File: config.mk
export PLATFORM = sky130hd
export DESIGN_NAME = aw_w_b_channel
export DESIGN_NICKNAME = d
export VERILOG_FILES = /design/src/rtl/bridge_axi_pkg.sv /design/src/rtl/aw_w_b_channel.sv
export SDC_FILE = /design/constraint.sdc
export NUM_CORES = 1
export LEC_CHECK = 0
export BUFFER_PORTS_ARGS = -buffer_cell sky130_fd_sc_hd__buf_2
export CAP_MARGIN = 5
export CORE_ASPECT_RATIO = 1.2
export CORE_MARGIN = 5
export CORE_UTILIZATION = 38
export DETAILED_ROUTE_END_ITERATION = 10
export GPL_ROUTABILITY_DRIVEN = 1
export PLACE_DENSITY = 0.72
export SETUP_SLACK_MARGIN = 0.1
export SLEW_MARGIN = 25
export SYNTH_ARGS = -nofsm -noshare
export SYNTH_HDL_FRONTEND = slang
export SYNTH_SLANG_ARGS = --single-unit
File: constraint.sdc
create_clock -name clk -period 2.45 [get_ports clk]
set_input_delay 0.49 -clock clk [delete_from_list [all_inputs] [get_ports clk]]
set_output_delay 0.49 -clock clk [all_outputs]
set_load 0.005 [all_outputs]
File: src/rtl/bridge_axi_pkg.sv
// Shared definitions for the sram-to-AXI bridge (read and write channels).
// Holds the AXI burst/response constants, the sram size encodings and the
// channel FSM state enum.
package bridge_axi_pkg;

  localparam logic [1:0] BURST_INCR = 2'b01;
  localparam logic [1:0] RESP_OKAY  = 2'b00;

  localparam logic [1:0] SIZE_BYTE  = 2'd0;
  localparam logic [1:0] SIZE_HALF  = 2'd1;
  localparam logic [1:0] SIZE_WORD  = 2'd2;

  typedef enum logic [1:0] {
    IDLE   = 2'd0,
    SEND   = 2'd1,
    WAIT_B = 2'd2,
    RESP   = 2'd3
  } ch_state_e;

endpackage

File: src/rtl/aw_w_b_channel.sv
// Write half of the sram-to-AXI bridge. Accepts one sram-like write request
// at a time and issues a single-beat AXI write (AW + W), then waits for B
// before reporting completion.
//
// Ports:
//   clk, reset             clock, asynchronous active-high reset
//   data_sram_*            sram-like request side (reads ignored here)
//   wr_addr_ok             request accepted this cycle (combinational)
//   wr_data_ok             write completed, one-cycle pulse
//   aw*/w*/b*              AXI write address/data/response channels
//   wr_busy                a write is accepted but not yet completed
//   wr_pend_addr           word-aligned address of the pending write
//   wr_err                 sticky error on non-OKAY bresp (AXI_BRESP_CHECK_EN only)
//
// Build option: define AXI_BRESP_CHECK_EN to add the wr_err output.
module aw_w_b_channel
  import bridge_axi_pkg::*;
#(
  parameter logic [3:0] AXI_ID = 4'd1,
  parameter int         ADDR_W = 32,
  parameter int         DATA_W = 32
) (
  input  logic                  clk,
  input  logic                  reset,
  input  logic                  data_sram_req,
  input  logic                  data_sram_wr,
  input  logic [1:0]            data_sram_size,
  input  logic [DATA_W/8-1:0]   data_sram_wstrb,
  input  logic [ADDR_W-1:0]     data_sram_addr,
  input  logic [DATA_W-1:0]     data_sram_wdata,
  output logic                  wr_addr_ok,
  output logic                  wr_data_ok,
  output logic [3:0]            awid,
  output logic [ADDR_W-1:0]     awaddr,
  output logic [7:0]            awlen,
  output logic [2:0]            awsize,
  output logic [1:0]            awburst,
  output logic [1:0]            awlock,
  output logic [3:0]            awcache,
  output logic [2:0]            awprot,
  output logic                  awvalid,
  input  logic                  awready,
  output logic [3:0]            wid,
  output logic [DATA_W-1:0]     wdata,
  output logic [DATA_W/8-1:0]   wstrb,
  output logic                  wlast,
  output logic                  wvalid,
  input  logic                  wready,
  input  logic [3:0]            bid,
  input  logic [1:0]            bresp,
  input  logic                  bvalid,
  output logic                  bready,
`ifdef AXI_BRESP_CHECK_EN
  output logic                  wr_err,
`endif
  output logic                  wr_busy,
  output logic [ADDR_W-1:0]     wr_pend_addr
);

  ch_state_e             state_q, state_d;
  logic                  awvalid_q, awvalid_d;
  logic                  wvalid_q, wvalid_d;
  logic [ADDR_W-1:0]     addr_q, addr_d;
  logic [DATA_W-1:0]     data_q, data_d;
  logic [DATA_W/8-1:0]   strb_q, strb_d;
  logic [1:0]            size_q, size_d;

`ifdef AXI_BRESP_CHECK_EN
  logic                  err_q, err_d;
  logic                  unused_b;
  assign unused_b = ^bid;
  assign wr_err   = err_q;
`else
  // Single outstanding write: B id/resp carry no information we act on.
  logic                  unused_b;
  assign unused_b = ^{bid, bresp};
`endif

  assign wr_addr_ok = (state_q == IDLE) && data_sram_req && data_sram_wr;

  always_comb begin
    state_d   = state_q;
    awvalid_d = awvalid_q;
    wvalid_d  = wvalid_q;
    addr_d    = addr_q;
    data_d    = data_q;
    strb_d    = strb_q;
    size_d    = size_q;
`ifdef AXI_BRESP_CHECK_EN
    err_d     = err_q;
`endif
    case (state_q)
      IDLE: begin
        if (wr_addr_ok) begin
          addr_d    = data_sram_addr;
          data_d    = data_sram_wdata;
          strb_d    = data_sram_wstrb;
          size_d    = data_sram_size;
          awvalid_d = 1'b1;
          wvalid_d  = 1'b1;
          state_d   = SEND;
        end
      end
      SEND: begin
        // Each channel retires on its own handshake; leave once both have.
        if (awvalid_q && awready) awvalid_d = 1'b0;
        if (wvalid_q && wready)   wvalid_d  = 1'b0;
        if (!awvalid_d && !wvalid_d) state_d = WAIT_B;
      end
      WAIT_B: begin
        if (bvalid) begin
          state_d = RESP;
`ifdef AXI_BRESP_CHECK_EN
          if (bresp != RESP_OKAY) err_d = 1'b1;
`endif
        end
      end
      RESP:    state_d = IDLE;
      default: state_d = IDLE;
    endcase
  end

  always_ff @(posedge clk or posedge reset) begin
    if (reset) begin
      state_q   <= IDLE;
      awvalid_q <= 1'b0;
      wvalid_q  <= 1'b0;
      addr_q    <= '0;
      data_q    <= '0;
      strb_q    <= '0;
      size_q    <= '0;
`ifdef AXI_BRESP_CHECK_EN
      err_q     <= 1'b0;
`endif
    end else begin
      state_q   <= state_d;
      awvalid_q <= awvalid_d;
      wvalid_q  <= wvalid_d;
      addr_q    <= addr_d;
      data_q    <= data_d;
      strb_q    <= strb_d;
      size_q    <= size_d;
`ifdef AXI_BRESP_CHECK_EN
      err_q     <= err_d;
`endif
    end
  end

  assign awid    = AXI_ID;
  assign awaddr  = addr_q;
  assign awlen   = 8'd0;
  assign awsize  = {1'b0, size_q};
  assign awburst = BURST_INCR;
  assign awlock  = 2'b00;
  assign awcache = 4'd0;
  assign awprot  = 3'd0;
  assign awvalid = awvalid_q;

  assign wid     = AXI_ID;
  assign wdata   = data_q;
  assign wstrb   = strb_q;
  assign wlast   = 1'b1;
  assign wvalid  = wvalid_q;

  assign bready     = (state_q == WAIT_B);
  assign wr_data_ok = (state_q == RESP);

  assign wr_busy      = (state_q != IDLE);
  assign wr_pend_addr = {addr_q[ADDR_W-1:2], 2'b00};

endmodule

# Word-level counts from Yosys, hierarchy flattened
# Cells that the tools add are included.
word_totals:
  register_bits: 74
  inputBits: 83
  output_inout_bits: 137
  elab_cells: 37
op_classes:
  eq_ne: 6
  mux: 11
  n_reduce_logical: 13
op_table:
  columns: ["cell", "count"]
  rows:
  - ["$pmux 2 s4", 1]
  - ["$mux 2", 3]
  - ["$ne 2x2->1 const B", 3]
  - ["$logic_and 1x1->1", 5]
  - ["$mux 1", 5]
  - ["$eq 2x2->1 const B", 2]
  - ["$pmux 1 s2", 2]
  - ["$reduce_and 2->1", 2]
  - ["$reduce_bool 2->1", 2]
  - ["$reduce_and 3->1", 1]
  - ["$eq 2x1->1 const B", 1]
  - ["$logic_not 1->1", 2]
  - ["$logic_not 2->1", 1]

# Depth between registers and ports, before layout
depth:
  word_depth: 7
  depth_mapped: 7
  ltp_nobuf: 6

# Least setup slack after synthesis
# OpenSTA, ideal clock, no wires.
synth_path:
  path_kind: "reg-to-output"
  start: "reg state_q[0]"
  end: "out wr_addr_ok"
  t_arrival_ps: 1120
  t_required_ps: 1960
  path_slack_ps: 840
  path_stages_with_launch: 6
  n_path_buf: 1
  cell_sequence: "dfrtp_1 inv_1 ha_1 inv_1 nor2_8 buf_6"
synth_between:
  elab_chain_len: 3
synth_lines:
  columns: ["element", "line", "text"]
  rows:
  - ["start, declared", "aw_w_b_channel.sv:60", "ch_state_e state_q, state_d;"]
  - ["start signal, assigned", "aw_w_b_channel.sv:136", "state_q <= state_d;"]
  - ["$logic_not 2->1", "aw_w_b_channel.sv:79", "assign wr_addr_ok = (state_q == IDLE) && data_sram_req && data_sram_wr;"]
  - ["$logic_and 1x1->1 (2 in a row)", "aw_w_b_channel.sv:79", null]
  - ["end, declared", "aw_w_b_channel.sv:31", "output logic wr_addr_ok,"]
# No other way between the ends.

# Worst setup path after layout
# Ends and elaborated chain as after synthesis.

==> results list <==
- Outcome: finished clean
- The Yosys step of the flow raised 0 warnings.
- Share of the yosys chip area belonging to registers: 54.8%
- Setup repair after global routing missed its margin: false
* TritonCTS clock tree: yes
- Maximum operating frequency: 456 MHz
- Antenna violation net count after detailed routing: 0
* Initial drt markers: 25
- Row generation in the floorplan step produced 37 rows.
- After the last flow step, the layout net total stands at 486.
- Clk_lat worst skew: 340 ps
- Wires add up to 7.31 mm.
- Distinct cell type count of the synthesized netlist: 18
* FF+latch count, synth: 74
- The final hold violation count is 0.
* Uppermost layer routed: met4
- In this run the worst path has a maximum fanout of 12.
* Number of detailed-route iterations in the first pass: 4
- Clock Pin Slew Worst Setup and Hold Paths: 80 ps
* Synth-to-layout area growth: 26.5%
- Slew Limit Fails: 0
* TNS Setup: 0 ps
* Kind of launch point of the worst setup path: flop
* TritonCTS buffer count: 9
* Share of post-route cells with drive strength above 1: 66.3%
* Via-to-Cell Ratio: 4.24
* Global routing usage summed across all routing layers: 13.0%
* Clk sink count: 74
* Maximum clock skew at final layout: 9.00 ps
* Worst supply voltage drop on vdd: 485 uV
- Total power divided by cell area: 1200 nW/um2
- The initial antenna violation count is 0.
- Data on the critical path is required at its endpoint by 1960 ps.
- Setup violations remaining at the end of the flow were counted as 0.
* Hold buffer count at CTS: 0
- Worst slew margin: 53.7%
- The tightest min-delay check is of the primary input to async pin type.
- In this run the clock root is driven by a sky130_fd_sc_hd__clkbuf_8.
* Total met3 wirelength after detailed routing: 687 um
* Die width: 96.1 um
- The filler cells instantiated in the layout total 797.
* H-tree Lvls: 3
* Slack of the worst reg-to-reg path: 540 ps
* Shortest period the worst path allows: 2190 ps
- Die Y: 113 um
- Antenna diodes: 0
- Static Leak: 2.22 nW
- Post-synthesis cell area: 3380 um2
* Overall overflow remaining after global route: 0
* Length in cells of the worst reg-to-reg path: 6
- Initial Util: 39.0%
* Global-route wire length before repair: 10.9 mm
* Met2 wire length: 3.89 mm
- After layout, the worst path uses 89.6% of the clock period.
- Total of cells resized after clock tree synthesis: 0
* Area of the core: 8660 um2
- Worst EP arrival: 1700 ps
* Placer's final routability congestion estimate: 0.741
* Largest net degree at the start of global routing: 45
- The clock passes through at most 2 buffers.
- The detailed router placed 2205 vias in this run.
* Number of global-route vias before repair: 2306
- The floorplan step defined a die boundary enclosing 10900 um2.
- Detailed-routing wirelength on met1: 2.57 mm
- The critical path is of the flop to primary output type.
- # IOs: 220
- At the pin with the least slew margin, the transition time is 694 ps.
- Synthesized instance count: 240
- Once the clock tree was built, the setup fixing pass inserted 0 buffers.
* PortBufs: 182
- After layout, the design draws a total of 5.12 mW.
* Worst Setup End Kind: primary output
- Reg-to-reg critical path endpoint: wstrb[3]$_DFFE_PP0P_
- Total of max-cap violations: 0
- A synthesized cell averages 14.1 um2.
- Worst R2R Start: state_q[0]$_DFFE_PP0P_
- Per-cell routed wire length: 14.1 um
- Detailed placement finished with a half-perimeter wire length of 5.68 mm.
- After detailed routing, the number of remaining DRC violations is 0.
[cell usage after synthesis]
| cell | n | area share, % |
|---|---|---|
| sky130_fd_sc_hd__nand3_1 | 1 | 0.15 |
| sky130_fd_sc_hd__o21ai_1 | 1 | 0.15 |
| sky130_fd_sc_hd__nor2b_1 | 2 | 0.37 |
| sky130_fd_sc_hd__ha_1 | 5 | 1.9 |
| sky130_fd_sc_hd__a32oi_1 | 1 | 0.26 |
| sky130_fd_sc_hd__conb_1 | 2 | 0.22 |
| sky130_fd_sc_hd__nand2_1 | 4 | 0.44 |
| sky130_fd_sc_hd__buf_6 | 5 | 1.7 |
| sky130_fd_sc_hd__nor2_8 | 1 | 0.59 |
| sky130_fd_sc_hd__mux2_1 | 7 | 2.3 |
| sky130_fd_sc_hd__mux2_2 | 64 | 21 |
| sky130_fd_sc_hd__o2bb2ai_1 | 2 | 0.52 |
| sky130_fd_sc_hd__nor2_1 | 3 | 0.33 |
| sky130_fd_sc_hd__dfrtp_1 | 74 | 55 |
| sky130_fd_sc_hd__buf_4 | 61 | 14 |
| sky130_fd_sc_hd__inv_1 | 4 | 0.44 |
| sky130_fd_sc_hd__clkbuf_8 | 2 | 0.81 |
| sky130_fd_sc_hd__nand2b_1 | 1 | 0.19 |
[state kept, by name (all words and copies together) (netlist names)]
register  cells
wstrb         4
wdata        32
size_q        2
state_q       2
wvalid        1
awaddr       32
awvalid       1
[metal layers]
metal | track usage, % | up-vias
met5 | 0 | -
met4 | 6.26 | 0
met3 | 3.79 | 14
met2 | 23.6 | 116
met1 | 13.3 | 1048
li1 | - | 1027
[how the worst max path moves through the flow]
stage,to,startpoint,depth (start not counted)
floorplan,wr_addr_ok,state_q[0]$_DFFE_PP0P_,5
global placement,wdata[26]$_DFFE_PP0P_,state_q[0]$_DFFE_PP0P_,6
detailed placement,wdata[26]$_DFFE_PP0P_,state_q[0]$_DFFE_PP0P_,6
CTS,wr_addr_ok,state_q[0]$_DFFE_PP0P_,5
global route,wr_addr_ok,state_q[0]$_DFFE_PP0P_,5
finish,wr_addr_ok,state_q[0]$_DFFE_PP0P_,5
[critical path, cell delays in order, from the launching register on]
cell and delay, ps:
sky130_fd_sc_hd__dfrtp_1 410, sky130_fd_sc_hd__inv_1 130, sky130_fd_sc_hd__ha_1 200, sky130_fd_sc_hd__inv_1 150, sky130_fd_sc_hd__nor2_8 300, sky130_fd_sc_hd__buf_2 180
[cell families (layout without fill, tap and decap cells)]
logic type | after synthesis | count (layout) | share of synthesized area, %
AO/OA/AOI/OAI | 4 | 4 | 0.926
adder cells (fa/ha/maj) | 5 | 5 | 1.85
buffers and inverters | 72 | 205 | 16.5
flip-flops | 74 | 74 | 54.8
multiplexers | 71 | 71 | 23.7
other | 2 | 31 | 0.222
AND/OR/NAND/NOR | 12 | 13 | 2.07
[area by class of cell]
| cell class | instances | area (um2) | area share [%] |
|---|---|---|---|
| Multi-Input combinational cell | 124 | 1090 | 25.5 |
| Inverter | 4 | 18.8 | 0.439 |
| Timing Repair Buffer | 185 | 971 | 22.7 |
| Sequential cell | 74 | 1850 | 43.3 |
| Clock inverter | 6 | 67.6 | 1.58 |
| Clock buffer | 10 | 128 | 2.99 |
| Tap cell | 117 | 146 | 3.43 |
[power breakdown]
group	switching [mW]	internal, mW	total [mW]	leakage, nW
sequential	0.347	1.84	2.19	0.884
combinational	0.836	1.18	2.02	1.25
clock	0.447	0.472	0.919	0.0925
[stage by stage]
stage	instance area (um2)	instances	worst slack, ps	hold slack, ps	util [%]
after floorplan	3490	269	840	483	-
after global placement	4070	503	507	467	47.0
after detailed placement	4070	503	442	476	47.0
after CTS	4260	519	116	250	49.2
after global routing	4270	520	125	284	49.4
final	4270	520	255	247	49.4
[cells in the final DEF (no fill, tap or decap), types with 3 or more instances in the layout]
cell type | Yosys | routed
sky130_fd_sc_hd__buf_2 | 0 | 182
sky130_fd_sc_hd__dfrtp_1 | 74 | 74
sky130_fd_sc_hd__mux2_2 | 64 | 64
sky130_fd_sc_hd__conb_1 | 2 | 31
sky130_fd_sc_hd__clkbuf_8 | 2 | 9
sky130_fd_sc_hd__mux2_1 | 7 | 7
sky130_fd_sc_hd__ha_1 | 5 | 5
sky130_fd_sc_hd__nand2_1 | 4 | 4
sky130_fd_sc_hd__inv_1 | 4 | 3
sky130_fd_sc_hd__clkinvlp_4 | 0 | 3
sky130_fd_sc_hd__nor2_1 | 3 | 3
sky130_fd_sc_hd__buf_12 | 0 | 3
Note: power is estimated with default switching activity, not from simulation.
